`config.mk`:
```
export PLATFORM = sky130hd
export DESIGN_NAME = uart_tx_arbiter
export DESIGN_NICKNAME = d
export VERILOG_FILES = /design/src/rtl/uart_tx_arbiter.sv
export SDC_FILE = /design/constraint.sdc
export NUM_CORES = 1
export LEC_CHECK = 0
export CORE_ASPECT_RATIO = 1.4
export CORE_UTILIZATION = 43
export CTS_CLUSTER_DIAMETER = 50
export CTS_CLUSTER_SIZE = 28
export DETAILED_ROUTE_END_ITERATION = 8
export PLACE_DENSITY = 0.78
export SETUP_SLACK_MARGIN = 0.2
export SLEW_MARGIN = 20
export SYNTH_ARGS = -nofsm -noshare
export SYNTH_HDL_FRONTEND = slang
export SYNTH_SLANG_ARGS = --single-unit
```
`constraint.sdc`:
```
create_clock -name CLK -period 1.96 [get_ports CLK]
set_input_delay 0.196 -clock CLK [delete_from_list [all_inputs] [get_ports CLK]]
set_output_delay 0.196 -clock CLK [all_outputs]
set_load 0.005 [all_outputs]
```
`src/rtl/uart_tx_arbiter.sv`:
```
// Round-robin arbiter that feeds one UART transmitter from a 1-byte requester (A)
// and a 2-byte requester (B, low byte first). Optional busy watchdog: UART_TX_ARB_TIMEOUT_EN.
module uart_tx_arbiter #(
    parameter int WIDTH       = 8,
    parameter int TIMEOUT_CYC = 16
) (
    input  logic               CLK,
    input  logic               RST,
    input  logic               A_REQ,
    input  logic [WIDTH-1:0]   A_DATA,
    output logic               A_ACK,
    input  logic               B_REQ,
    input  logic [2*WIDTH-1:0] B_DATA,
    output logic               B_ACK,
    input  logic               TX_BUSY,
    output logic [WIDTH-1:0]   TX_P_DATA,
    output logic               TX_D_VALID,
    output logic               ARB_BUSY,
    output logic               TIMEOUT_ERR
);

    if (WIDTH < 1 || TIMEOUT_CYC < 1) begin : g_param_check
        $error("uart_tx_arbiter: WIDTH and TIMEOUT_CYC must be at least 1");
    end

    typedef enum logic [1:0] {
        IDLE,
        SEND,
        WAIT_HI,
        WAIT_LO
    } state_t;

    state_t           state;
    state_t           state_nxt;

    // The low byte goes straight to TX_P_DATA at grant time; only the high byte is kept.
    logic [WIDTH-1:0] hi_byte;
    logic [WIDTH-1:0] hi_byte_nxt;
    logic             hi_pending;
    logic             hi_pending_nxt;
    logic             prefer_b;
    logic             prefer_b_nxt;

    logic             a_ack_nxt;
    logic             b_ack_nxt;
    logic             valid_nxt;
    logic [WIDTH-1:0] p_data_nxt;

    logic             grant_a;
    logic             grant_b;

`ifdef UART_TX_ARB_TIMEOUT_EN
    localparam int CNT_W = $clog2(TIMEOUT_CYC + 1);

    logic [CNT_W-1:0] wd_cnt;
    logic [CNT_W-1:0] wd_cnt_nxt;
    logic             retried;
    logic             retried_nxt;
    logic             err_nxt;
`endif

    always_comb begin
        grant_a = 1'b0;
        grant_b = 1'b0;
        if (state == IDLE && !TX_BUSY) begin
            if (A_REQ && (!B_REQ || !prefer_b)) begin
                grant_a = 1'b1;
            end else if (B_REQ) begin
                grant_b = 1'b1;
            end
        end
    end

    always_comb begin
        state_nxt      = state;
        hi_byte_nxt    = hi_byte;
        hi_pending_nxt = hi_pending;
        prefer_b_nxt   = prefer_b;
        a_ack_nxt      = 1'b0;
        b_ack_nxt      = 1'b0;
        valid_nxt      = 1'b0;
        p_data_nxt     = TX_P_DATA;
`ifdef UART_TX_ARB_TIMEOUT_EN
        wd_cnt_nxt     = wd_cnt;
        retried_nxt    = retried;
        err_nxt        = TIMEOUT_ERR;
`endif

        case (state)
            IDLE: begin
                if (grant_a) begin
                    p_data_nxt     = A_DATA;
                    hi_byte_nxt    = '0;
                    hi_pending_nxt = 1'b0;
                    prefer_b_nxt   = 1'b1;
                    a_ack_nxt      = 1'b1;
                    valid_nxt      = 1'b1;
                    state_nxt      = SEND;
                end else if (grant_b) begin
                    p_data_nxt     = B_DATA[WIDTH-1:0];
                    hi_byte_nxt    = B_DATA[2*WIDTH-1:WIDTH];
                    hi_pending_nxt = 1'b1;
                    prefer_b_nxt   = 1'b0;
                    b_ack_nxt      = 1'b1;
                    valid_nxt      = 1'b1;
                    state_nxt      = SEND;
                end
`ifdef UART_TX_ARB_TIMEOUT_EN
                retried_nxt = 1'b0;
`endif
            end

            SEND: begin
                state_nxt = WAIT_HI;
`ifdef UART_TX_ARB_TIMEOUT_EN
                wd_cnt_nxt = '0;
`endif
            end

            WAIT_HI: begin
                if (TX_BUSY) begin
                    state_nxt = WAIT_LO;
`ifdef UART_TX_ARB_TIMEOUT_EN
                    retried_nxt = 1'b0;
`endif
                end
`ifdef UART_TX_ARB_TIMEOUT_EN
                else if (wd_cnt == CNT_W'(TIMEOUT_CYC - 1)) begin
                    // First expiry retries the same byte (no ACK); a second one gives up.
                    if (retried) begin
                        err_nxt        = 1'b1;
                        hi_pending_nxt = 1'b0;
                        retried_nxt    = 1'b0;
                        state_nxt      = IDLE;
                    end else begin
                        retried_nxt = 1'b1;
                        valid_nxt   = 1'b1;
                        state_nxt   = SEND;
                    end
                end else begin
                    wd_cnt_nxt = wd_cnt + CNT_W'(1);
                end
`endif
            end

            WAIT_LO: begin
                if (!TX_BUSY) begin
                    if (hi_pending) begin
                        p_data_nxt     = hi_byte;
                        hi_pending_nxt = 1'b0;
                        valid_nxt      = 1'b1;
                        state_nxt      = SEND;
                    end else begin
                        state_nxt = IDLE;
                    end
                end
            end

            default: begin
                state_nxt = IDLE;
            end
        endcase
    end

    always_ff @(posedge CLK) begin
        if (!RST) begin
            state      <= IDLE;
            hi_byte    <= '0;
            hi_pending <= 1'b0;
            prefer_b   <= 1'b0;
            A_ACK      <= 1'b0;
            B_ACK      <= 1'b0;
            TX_D_VALID <= 1'b0;
            TX_P_DATA  <= '0;
            ARB_BUSY   <= 1'b0;
        end else begin
            state      <= state_nxt;
            hi_byte    <= hi_byte_nxt;
            hi_pending <= hi_pending_nxt;
            prefer_b   <= prefer_b_nxt;
            A_ACK      <= a_ack_nxt;
            B_ACK      <= b_ack_nxt;
            TX_D_VALID <= valid_nxt;
            TX_P_DATA  <= p_data_nxt;
            ARB_BUSY   <= (state_nxt != IDLE);
        end
    end

`ifdef UART_TX_ARB_TIMEOUT_EN
    always_ff @(posedge CLK) begin
        if (!RST) begin
            wd_cnt      <= '0;
            retried     <= 1'b0;
            TIMEOUT_ERR <= 1'b0;
        end else begin
            wd_cnt      <= wd_cnt_nxt;
            retried     <= retried_nxt;
            TIMEOUT_ERR <= err_nxt;
        end
    end
`else
    assign TIMEOUT_ERR = 1'b0;
`endif

endmodule
```
==> summary.md, run 1 <==
### STA
* 600 MHz — highest attainable clock frequency
* 0.483 ns — worst hold-check slack
* 0 — fin. max-slew vios
* 0 — Final Hold Violating Endpoints
* 0 — Final setup viols
* 85.0% — period utilisation layout
* 0 ns — setup tns final
* 0.00495 ns — Layout Skew
* false — setup repair after global routing missed its margin
* 1.67 ns — Min Clock Period, post-route

### Routing
* 14.2 µm — routed len/inst
* 0 — DRC viols
* 1041 — vias
* 2720 µm — wire length reported by the detailed router
* 36 — number of violations reported at the end of detailed-routing iteration 0
* 0 — Routed Antenna Nets
* 4 — number of iterations in the first detailed-routing pass
* 5.42 — post-DR vias/cell

### Floorplanning
* 42 — num ports
* 62.3 µm — vertical die dimension
* 2810 µm² — area of the die
* 21 — standard-cell row count
* 45.1 µm — Chip Width
* 2420 µm² — Placeable Area
* 46.2% — initial core utilization

### Power and ir drop
* 0.678 nW — leakage power figure
* 0.454 mV — Max IR drop VDD
* 50.9% — Seq pwr share
* 650 nW/µm² — Power Density
* 1.06 mW — power consumption
* 0.262 mW — net load switching power
* 25.9% — share of power burned in combinational logic
* 24.6% — Sw Share
* 23.3% — Clock Power Share
* 0.803 mW — internal power

### Yosys
* 43.0% — sequential share of the synthesized area
* 18.9% — simple-gate share of the synthesized area
* 115 — gate count of the mapped netlist
* 0 — synth warn
* 1120 µm² — synthesized area
* 148 — post-synthesis net count
* 0 — number of flops mapped to enable cells by yosys
* compound AO/OA/AOI/OAI gates — main combinational cell family by area after synthesis
* 0% — multiplexer share of the synthesized area
* 0% — Synth Area in XOR/XNOR
* dfxtp_1 — Synth area leader
* 9.72 µm² — Mean Syn Cell Area
* 43.0% — portion of synthesized cell area occupied by the leading cell type
* dfxtp_1 — most frequently used flop master after synthesis
* 4.48% — post-synthesis share of cell area spent on full adders, half adders and majority gates
* 28.0% — compound-cell area share of the yosys netlist
* 0% — Async SR Flop Fraction
* 24 — post-synthesis register bit count
* dfxtp_1, a32o_1, a211o_1 — top cells by area, synth
* 29 — synth unique cells
* dfxtp_1 — library cell with the highest instance count after synthesis
* dfxtp_1, nand2b_1, and3_1 — top post-synthesis cells by count

### Clock tree
* 3 — total clock buffers created by CTS
* done — clock tree from TritonCTS
* 1 — CTS H-tree lvls
* 0.12 ns — clk slew on worst S/H paths
* 0 — setup repair bufs after CTS
* 24 — count of clock tree sinks
* 2 — Bufs on Longest Clock Path
* 0.30 ns — clock latency on the worst-skew pair
* clkbuf_4 — CTS root buffer

### Global routing
* 1012 — via count of the first global-routing pass
* 20.2% — All-Layer GR Usage
* 0 — antenna violations before repair
* 21 — maximum number of pins on one net before global-route repair
* 0 — total congestion overflow
* 4460 µm — first-pass GRT wire length

### Critical path
* 1.87 ns — data arrival at the endpoint of the critical path
* 5 — Critical Path Fanout Max
* flop — nature of the critical path startpoint
* 2.16 ns — required time at the worst-slack endpoint
* reg2reg — category of the critical setup timing path
* flop — category of the worst setup path capture point
* inv_1 -> ha_4 -> and3b_2 -> and3_1 -> a211o_1 -> a32o_1 — Cell Chain, Critical Path
* dfxtp_4 — highest-delay cell along the critical path
* 0.39 ns — largest stage delay on the critical path

### Placement
* 0.812 — Final GP Congestion
* 1940 µm — HPWL Detailed
* 40 — Port-buffer cells
* 187 — Cells after DPL

### Flow run
* 0 — max cap viols

### Hold path
* in2reg — class of the worst hold path

### Cells and area
* 0 — Antenna Cells
* 46.6% — area delta synth->final
* 192 — count of nets after finishing
* 222 — Filler Cell Count
* 12.7% — layout cells sized above 1
* 192 — final std cells w/o fill

### Status
* finished clean — run status

-- layout make-up --
cell class	instances	area (µm²)	share of cell area (%)
Clock buffer	4	36.3	2.22
Inverter	5	18.8	1.15
Multi-Input combinational cell	81	624	38.1
Sequential cell	24	485	29.6
Tap cell	34	42.5	2.60
Timing Repair Buffer	44	430	26.3
-- cells in the final DEF, fill, tap and decap left out, types with 2 or more instances in the layout --
master / instances
and3_1: 9
a211oi_1: 2
a32o_1: 8
nand2b_1: 11
nor2_1: 7
and3b_2: 2
clkdlybuf4s50_1: 40
clkbuf_4: 3
nand2_1: 4
inv_1: 4
a22o_1: 8
buf_4: 4
a211o_1: 8
ha_1: 3
dfxtp_1: 22
o21ai_0: 3
-- timing repair --
item / in CTS / in global routing
gates cloned: 1 / 0
pin swaps: 1 / 1
endpoints found under the setup margin: 9 / 18
hold endpoints to repair: 0 / 0
hold buffers: 0 / 0
gates resized for setup: 7 / 6
-- state kept, by name, indices dropped and copies added, names as in the netlist --
| register | cells |
|---|---|
| hi_byte | 8 |
| hi_pending | 1 |
| state | 2 |
| ARB_BUSY | 1 |
| TX_D_VALID | 1 |
| prefer_b | 1 |
| TX_P_DATA | 8 |
| B_ACK | 1 |
| A_ACK | 1 |
-- power by group through the flow --
| stage | Clock (mW) | Sequential (mW) | Combinational, mW |
|---|---|---|---|
| finish | 0.248 | 0.541 | 0.275 |
| global route | 0.272 | 0.545 | 0.300 |
| CTS | 0.258 | 0.542 | 0.262 |
| detailed placement | 0 | 0.552 | 0.251 |
| global placement | 0 | 0.551 | 0.244 |
| floorplan | 0 | 0.551 | 0.121 |
-- per-layer routing --
metal	vias to the layer above	wire, µm	global-route usage [%]
met1	483	1170	27.8
met5	-	0	0
met2	43	1380	33.3
met4	0	12	4.92
li1	513	-	-
met3	2	161	1.45
-- metrics by stage --
step | utilization, % | setup WS (ns) | cell area (µm²)
global route | 67.8 | 0.192 | 1640
global placement | 64.1 | 0.0911 | 1550
detailed placement | 64.1 | 0.0349 | 1550
CTS | 66.7 | 0.210 | 1610
finish | 67.8 | 0.295 | 1640
floorplan | - | 0.221 | 1120
-- kinds of logic (layout without fill, tap and decap cells) --
group,after synthesis,count (layout)
AO/OA/AOI/OAI,38,38
adder cells (fa/ha/maj),4,4
buffers and inverters,11,53
flip-flops,24,24
other,1,1
AND/OR/NAND/NOR,37,38
-- critical path: cells and delay by family, from the launching register on --
| family | cells | cell delay [ns] |
|---|---|---|
| compound gates | 2 | 0.51 |
| fa+ha+maj | 1 | 0.18 |
| buf+inv | 1 | 0.08 |
| flops | 1 | 0.39 |
| simple gates | 2 | 0.41 |
-- worst paths after layout --
path                                    from            to  slack, ns  cells after the start
worst max-delay path                state[1]  TX_P_DATA[7]       0.29                      6
worst min register to register  TX_P_DATA[2]  TX_P_DATA[2]       0.49                      1
worst max register to register      state[1]  TX_P_DATA[7]       0.29                      6
worst min-delay path              B_DATA[12]    hi_byte[4]       0.48                      2
Note: power is estimated with default switching activity, not from simulation.
==> run 2: changes to the inputs <==
- clock period: 1.96 -> 1.7 ns (I/O delays scaled with it)
==> run 2 against run 1 <==
  * The flow now finishes with violations (negative setup slack)
  * Clock skew shrank 0.0030 ns
  * Cell count rose by 6.3%
  * Cell area rose by 11%
  * Sequential share of layout area shrank 3.0 points
  * Die area stayed put
  * Register-to-register slack worse by 0.31 ns
  * Wire length rose by 11%
  * Largest cell class unchanged
==> summary.md, run 2 (synthesis gave the netlist of run 1 again) <==
### Status
* finished, violations left — run status
* negative setup slack — violated checks

### Critical path
* 0.39 ns — largest stage delay on the critical path, about the same
* compound AO/OA/AOI/OAI gates — top cell family by delay on the critical path
* 1.94 ns — data arrival at the endpoint of the critical path, +0.07 ns
* 7 — count of cells along the worst register-to-register path, +1
* TX_P_DATA[4] — destination of the worst register-to-register timing path
* flop — category of the worst setup path capture point
* reg2reg — category of the critical setup timing path
* flop — nature of the critical path startpoint
* 1.92 ns — required time at the worst-slack endpoint, -0.24 ns
* inv_2 -> ha_4 -> and3b_2 -> buf_6 -> and3_4 -> a211o_1 -> a32o_1 — Cell Chain, Critical Path
* dfxtp_2 — highest-delay cell along the critical path
* 2 — number of buffer and inverter stages on the critical path, +1
* 6 — Critical Path Fanout Max, +1
* -0.01 ns — register-to-register setup slack, -0.31 ns
* state[1] — startpoint of the most critical register-to-register path

### Placement
* 1660 µm² — cell area after placement, +7.1%
* -0.115 ns — worst slack at placement, -0.150 ns
* 193 — Cells after DPL, +3.2%
* 0.894 — Final GP Congestion, +10%
* 2160 µm — HPWL Detailed, +12%
* 40 — Port-buffer cells, unchanged

### Cells and area
* 62.5% — area delta synth->final
* TX_P_DATA (8), hi_byte (8), state (2) — registers with the highest flip-flop counts
* clkdlybuf4s50_1, dfxtp_1, buf_4 — top library cells by usage in the layout, fill and taps aside
* clkdlybuf4s50_1 — most common library cell in the layout ignoring fill and taps
* 204 — final std cells w/o fill, +6.3%
* 1820 µm² — Final Cell Area, +11%
* 0 — Antenna Cells, unchanged
* 204 — count of nets after finishing, +6.3%
* 27.6% — layout cells sized above 1, +15 points

### Routing
* 5.50 — post-DR vias/cell, +1.5%
* 1560 µm — routed wl met2, +13%
* met4 — max layer used
* 41 — number of violations reported at the end of detailed-routing iteration 0, +14%
* 14.8 µm — routed len/inst, +4.2%
* 4 — number of iterations in the first detailed-routing pass, unchanged
* 166 µm — routed wire length on met3, +3.1%
* 1220 µm — Post-Route M1 WL, +4.3%
* 3010 µm — wire length reported by the detailed router, +11%
* 1123 — vias, +7.9%
* 0 — Routed Antenna Nets, unchanged
* 0 — DRC viols, unchanged

### STA
* 0.00198 ns — Layout Skew, -0.00297 ns
* 1.71 ns — Min Clock Period, post-route, +0.0483 ns
* 101% — period utilisation layout, +16 points
* true — setup repair after global routing missed its margin
* 584 MHz — highest attainable clock frequency, -2.8%
* -0.0137 ns — final setup slack of the worst path, -0.308 ns
* 0.449 ns — worst hold-check slack, -0.0337 ns
* 0 — Final Hold Violating Endpoints, unchanged
* 1 — Final setup viols, +1
* 0 — fin. max-slew vios, unchanged

### Floorplanning
* 2810 µm² — area of the die, unchanged
* 2420 µm² — Placeable Area, unchanged
* 46.2% — initial core utilization, unchanged
* 21 — standard-cell row count, unchanged
* 42 — num ports, unchanged
* 45.1 µm — Chip Width, unchanged
* 62.3 µm — vertical die dimension, unchanged

### Clock tree
* 1 — CTS H-tree lvls, unchanged
* 0.31 ns — clock latency on the worst-skew pair, about the same
* 24 — count of clock tree sinks, unchanged
* 0.14 ns — clk slew on worst S/H paths, +0.02 ns
* done — clock tree from TritonCTS
* clkbuf_4 — CTS root buffer
* 2 — Bufs on Longest Clock Path, unchanged
* 3 — total clock buffers created by CTS, unchanged

### Global routing
* 0 — total congestion overflow, unchanged
* 4770 µm — first-pass GRT wire length, +7.0%
* 22.2% — All-Layer GR Usage, +2.0 points
* 1108 — via count of the first global-routing pass, +9.5%
* 15 — maximum number of pins on one net before global-route repair, -29%
* 0 — antenna violations before repair, unchanged

### Power and ir drop
* 1.08 mW — internal power, +35%
* 29.2% — Clock Power Share, +5.9 points
* 23.9% — Sw Share, -0.68 points
* 1.42 mW — power consumption, +34%
* 0.739 nW — leakage power figure, +9.1%
* 26.8% — share of power burned in combinational logic, +0.9 points
* 0.658 mV — Max IR drop VDD, +45%
* 783 nW/µm² — Power Density, +21%
* 0.340 mW — net load switching power, +30%
* 44.0% — Seq pwr share, -6.9 points

### Hold path
* hi_byte[2] — worst min-delay path endpoint
* in2reg — class of the worst hold path
* B_DATA[10] — startpoint of the lowest-slack hold path
* 2 — Cells on Worst Hold Path, unchanged

### Flow run
* 0 — max cap viols, unchanged

-- run 2: cell types whose count changed in the layout (fill, tap and decap cells not counted), moves of 2 or more --
cell	previous run	this run
and3_4	1	8
nor2_4	0	2
nor2_1	7	5
buf_4	4	14
buf_6	0	3
and3_2	0	2
and3_1	9	0
-- run 2: area by class of cell --
cell class | instances | area (µm²)
Sequential cell | 24 | 483
Clock buffer | 3 | 22.5
Inverter | 5 | 18.8
Clock inverter | 1 | 30.0
Timing Repair Buffer | 57 | 539
Multi-Input combinational cell | 80 | 679
Fill cell | 181 | 602
Tap cell | 34 | 42.5
-- run 2: per-stage QoR --
step | utilization (%) | setup TNS [ns]
finish | 75.1 | -0.0137
global route | 75.1 | -0.148
CTS | 73.1 | -0.00178
detailed placement | 68.7 | -0.837
global placement | 68.7 | -0.477
floorplan | - | 0
-- run 2: worst reg2reg max path, delay by kind of cell, from the launching register on --
family | cells | cell delay, ns
and+or+nand+nor | 2 | 0.38
AOI/OAI and AO/OA | 2 | 0.48
DFF | 1 | 0.39
buffers and inverters | 2 | 0.20
adders and majority gates | 1 | 0.17
-- run 2: worst max path at each step --
stage                     startpoint           end  slack (ns)  cells after the start
after floorplan             state[1]  TX_P_DATA[0]        0.13                      7
after global placement       TX_BUSY  TX_P_DATA[2]       -0.07                      6
after detailed placement       B_REQ  TX_P_DATA[6]       -0.12                      5
after CTS                   state[1]  TX_P_DATA[4]      -0.002                      7
after global routing        state[1]  TX_P_DATA[4]       -0.04                      7
final                       state[1]  TX_P_DATA[4]       -0.01                      7
-- run 2: metal layers --
metal	vias up	global-route usage [%]
met2	41	37.0
met3	9	4.94
met5	-	0
met4	0	9.47
li1	538	-
met1	535	26.3
-- run 2: power by group through the flow --
stage | logic (mW) | clock network, mW | registers [mW]
6_report | 0.381 | 0.415 | 0.625
5_1_grt | 0.412 | 0.439 | 0.629
4_1_cts | 0.350 | 0.415 | 0.626
3_5_place_dp | 0.324 | 0 | 0.639
3_3_place_gp | 0.314 | 0 | 0.636
2_1_floorplan | 0.161 | 0 | 0.637
-- run 2: timing repair --
action,4_1_cts,5_1_grt
setup endpoints to repair,16,19
hold buffers,0,0
gates resized for setup,7,10
gates cloned,1,0
buffers inserted,4,2
pin swaps,8,6
==> run 3: changes to the inputs <==
- SKIP_CTS_REPAIR_TIMING: not set -> 1
==> run 3 against run 2 <==
  * The run now ends clean
  * Wire length decreased by 3.3%
  * Sequential power about the same
  * Sequential share of layout area increased by 0.59 points
  * Global-route usage shrank 1.5 points
  * Highest routed layer unchanged
  * Maximum frequency is 1.8% higher
  * Largest cell class unchanged
==> summary.md, run 3 (synthesis gave the netlist of run 1 again) <==
### STA
* 99.1% — period utilisation layout, -1.7 points
* 0 — Final setup viols, -1
* 0 — fin. max-slew vios, unchanged
* 1.68 ns — Min Clock Period, post-route, -0.0297 ns
* 594 MHz — highest attainable clock frequency, +1.8%
* true — setup repair after global routing missed its margin
* 0.0160 ns — final setup slack of the worst path, +0.0297 ns
* 0 — Final Hold Violating Endpoints, unchanged
* 0.00338 ns — Layout Skew, +0.00140 ns

### Power and ir drop
* 0.648 mV — Max IR drop VDD, -1.5%
* 785 nW/µm² — Power Density, +0.23%
* 0.726 nW — leakage power figure, -1.8%

### Floorplanning
* 2810 µm² — area of the die, unchanged
* 2420 µm² — Placeable Area, unchanged
* 62.3 µm — vertical die dimension, unchanged
* 21 — standard-cell row count, unchanged
* 45.1 µm — Chip Width, unchanged
* 46.2% — initial core utilization, unchanged
* 42 — num ports, unchanged

### Cells and area
* 0 — Antenna Cells, unchanged
* TX_P_DATA (8), hi_byte (8), state (2) — registers with the highest flip-flop counts
* 25.0% — layout cells sized above 1, -2.6 points
* 1790 µm² — Final Cell Area, -1.7%
* 202 — count of nets after finishing, -0.98%
* clkdlybuf4s50_1 — most common library cell in the layout ignoring fill and taps
* clkdlybuf4s50_1, dfxtp_1, buf_4 — top library cells by usage in the layout, fill and taps aside
* 59.8% — area delta synth->final

### Clock tree
* done — clock tree from TritonCTS
* 0.13 ns — clk slew on worst S/H paths, about the same
* clkbuf_4 — CTS root buffer
* 1 — CTS H-tree lvls, unchanged
* 2 — Bufs on Longest Clock Path, unchanged
* 3 — total clock buffers created by CTS, unchanged
* 24 — count of clock tree sinks, unchanged
* 0.31 ns — clock latency on the worst-skew pair, about the same

### Global routing
* 24.8% — met1 track demand over resource in global routing, -1.5 points
* 20.8% — All-Layer GR Usage, -1.5 points
* 4460 µm — first-pass GRT wire length, -6.4%
* met2 — routing layer with the top usage in global route
* 1061 — via count of the first global-routing pass, -4.2%
* 15 — maximum number of pins on one net before global-route repair, unchanged
* 4.65% — met3 Resource Use GR, -0.29 points
* 34.2% — Global Route met2 Usage, -2.7 points
* 0 — total congestion overflow, unchanged
* 0 — antenna violations before repair, unchanged

### Critical path
* dfxtp_2 — highest-delay cell along the critical path
* flop — category of the worst setup path capture point
* inv_2 -> ha_4 -> and3b_2 -> buf_6 -> and3_4 -> a211o_1 -> a32o_1 — Cell Chain, Critical Path
* 1.92 ns — required time at the worst-slack endpoint, about the same
* 0.39 ns — largest stage delay on the critical path, about the same
* reg2reg — category of the critical setup timing path
* 1.91 ns — data arrival at the endpoint of the critical path, -0.03 ns
* 9 — Critical Path Fanout Max, +3
* flop — nature of the critical path startpoint

### Routing
* 2920 µm — wire length reported by the detailed router, -3.3%
* 22 — number of violations reported at the end of detailed-routing iteration 0, -46%
* 14.4 µm — routed len/inst, -2.3%
* 0 — DRC viols, unchanged
* 0 — Routed Antenna Nets, unchanged
* 5.44 — post-DR vias/cell, -1.3%
* 4 — number of iterations in the first detailed-routing pass, unchanged
* 1098 — vias, -2.2%

### Placement
* 2160 µm — HPWL Detailed, unchanged
* -0.115 ns — worst slack at placement, unchanged
* 40 — Port-buffer cells, unchanged
* 1660 µm² — cell area after placement, unchanged
* 0.894 — Final GP Congestion, unchanged

### Flow run
* 0 — max cap viols, unchanged

### Status
* finished clean — run status

### Hold path
* in2reg — class of the worst hold path

-- run 3: per-stage QoR --
| stage | instances | util (%) | hold slack [ns] | power [mW] | TNS (ns) |
|---|---|---|---|---|---|
| 6_report | 202 | 73.9 | 0.448 | 1.40 | 0 |
| 5_1_grt | 202 | 73.9 | 0.444 | 1.46 | -0.0629 |
| 4_1_cts | 197 | 70.9 | 0.450 | 1.37 | -0.164 |
| 3_5_place_dp | 193 | 68.7 | 0.450 | 0.963 | -0.837 |
| 3_3_place_gp | 193 | 68.7 | 0.447 | 0.950 | -0.477 |
| 2_1_floorplan | 115 | - | 0.259 | 0.798 | 0 |
-- run 3: area by class of cell --
class	instances	area (µm²)
fillers	181	632
clock inverters	1	30.0
flip-flops and latches	24	485
clock buffers	3	22.5
repair buffers	55	517
multi-input cells	80	667
well taps	34	42.5
inverters	5	21.3
-- run 3: power breakdown --
part	internal [mW]	switching, mW	leakage (nW)	total (mW)
registers	0.604	0.0231	0.197	0.627
logic	0.229	0.136	0.501	0.365
clock network	0.238	0.172	0.0279	0.410
total	1.07	0.331	0.726	1.40
-- run 3: critical path, delay by kind of cell, from the launching register on --
| kind | cells | cell delay, ns |
|---|---|---|
| AOI/OAI and AO/OA | 2 | 0.48 |
| adders and majority gates | 1 | 0.17 |
| buffers and inverters | 2 | 0.20 |
| DFF | 1 | 0.39 |
| and+or+nand+nor | 2 | 0.35 |
-- run 3: routing by layer --
layer  share of wire [%]  vias up  wire length [µm]
met5                   0        -                 0
met4                 1.2        0                34
met3                 4.6        4               133
met2                  53       31              1530
met1                  42      530              1220
li1                    -      533                 -
-- run 3: final timing paths --
| kind | start | end | slack, ns | depth (start not counted) |
|---|---|---|---|---|
| setup / recovery | state[1] | TX_P_DATA[4] | 0.02 | 7 |
| hold / removal | B_DATA[13] | hi_byte[5] | 0.45 | 2 |
| setup reg to reg | state[1] | TX_P_DATA[4] | 0.02 | 7 |
| hold reg to reg | hi_byte[2] | hi_byte[2] | 0.48 | 1 |
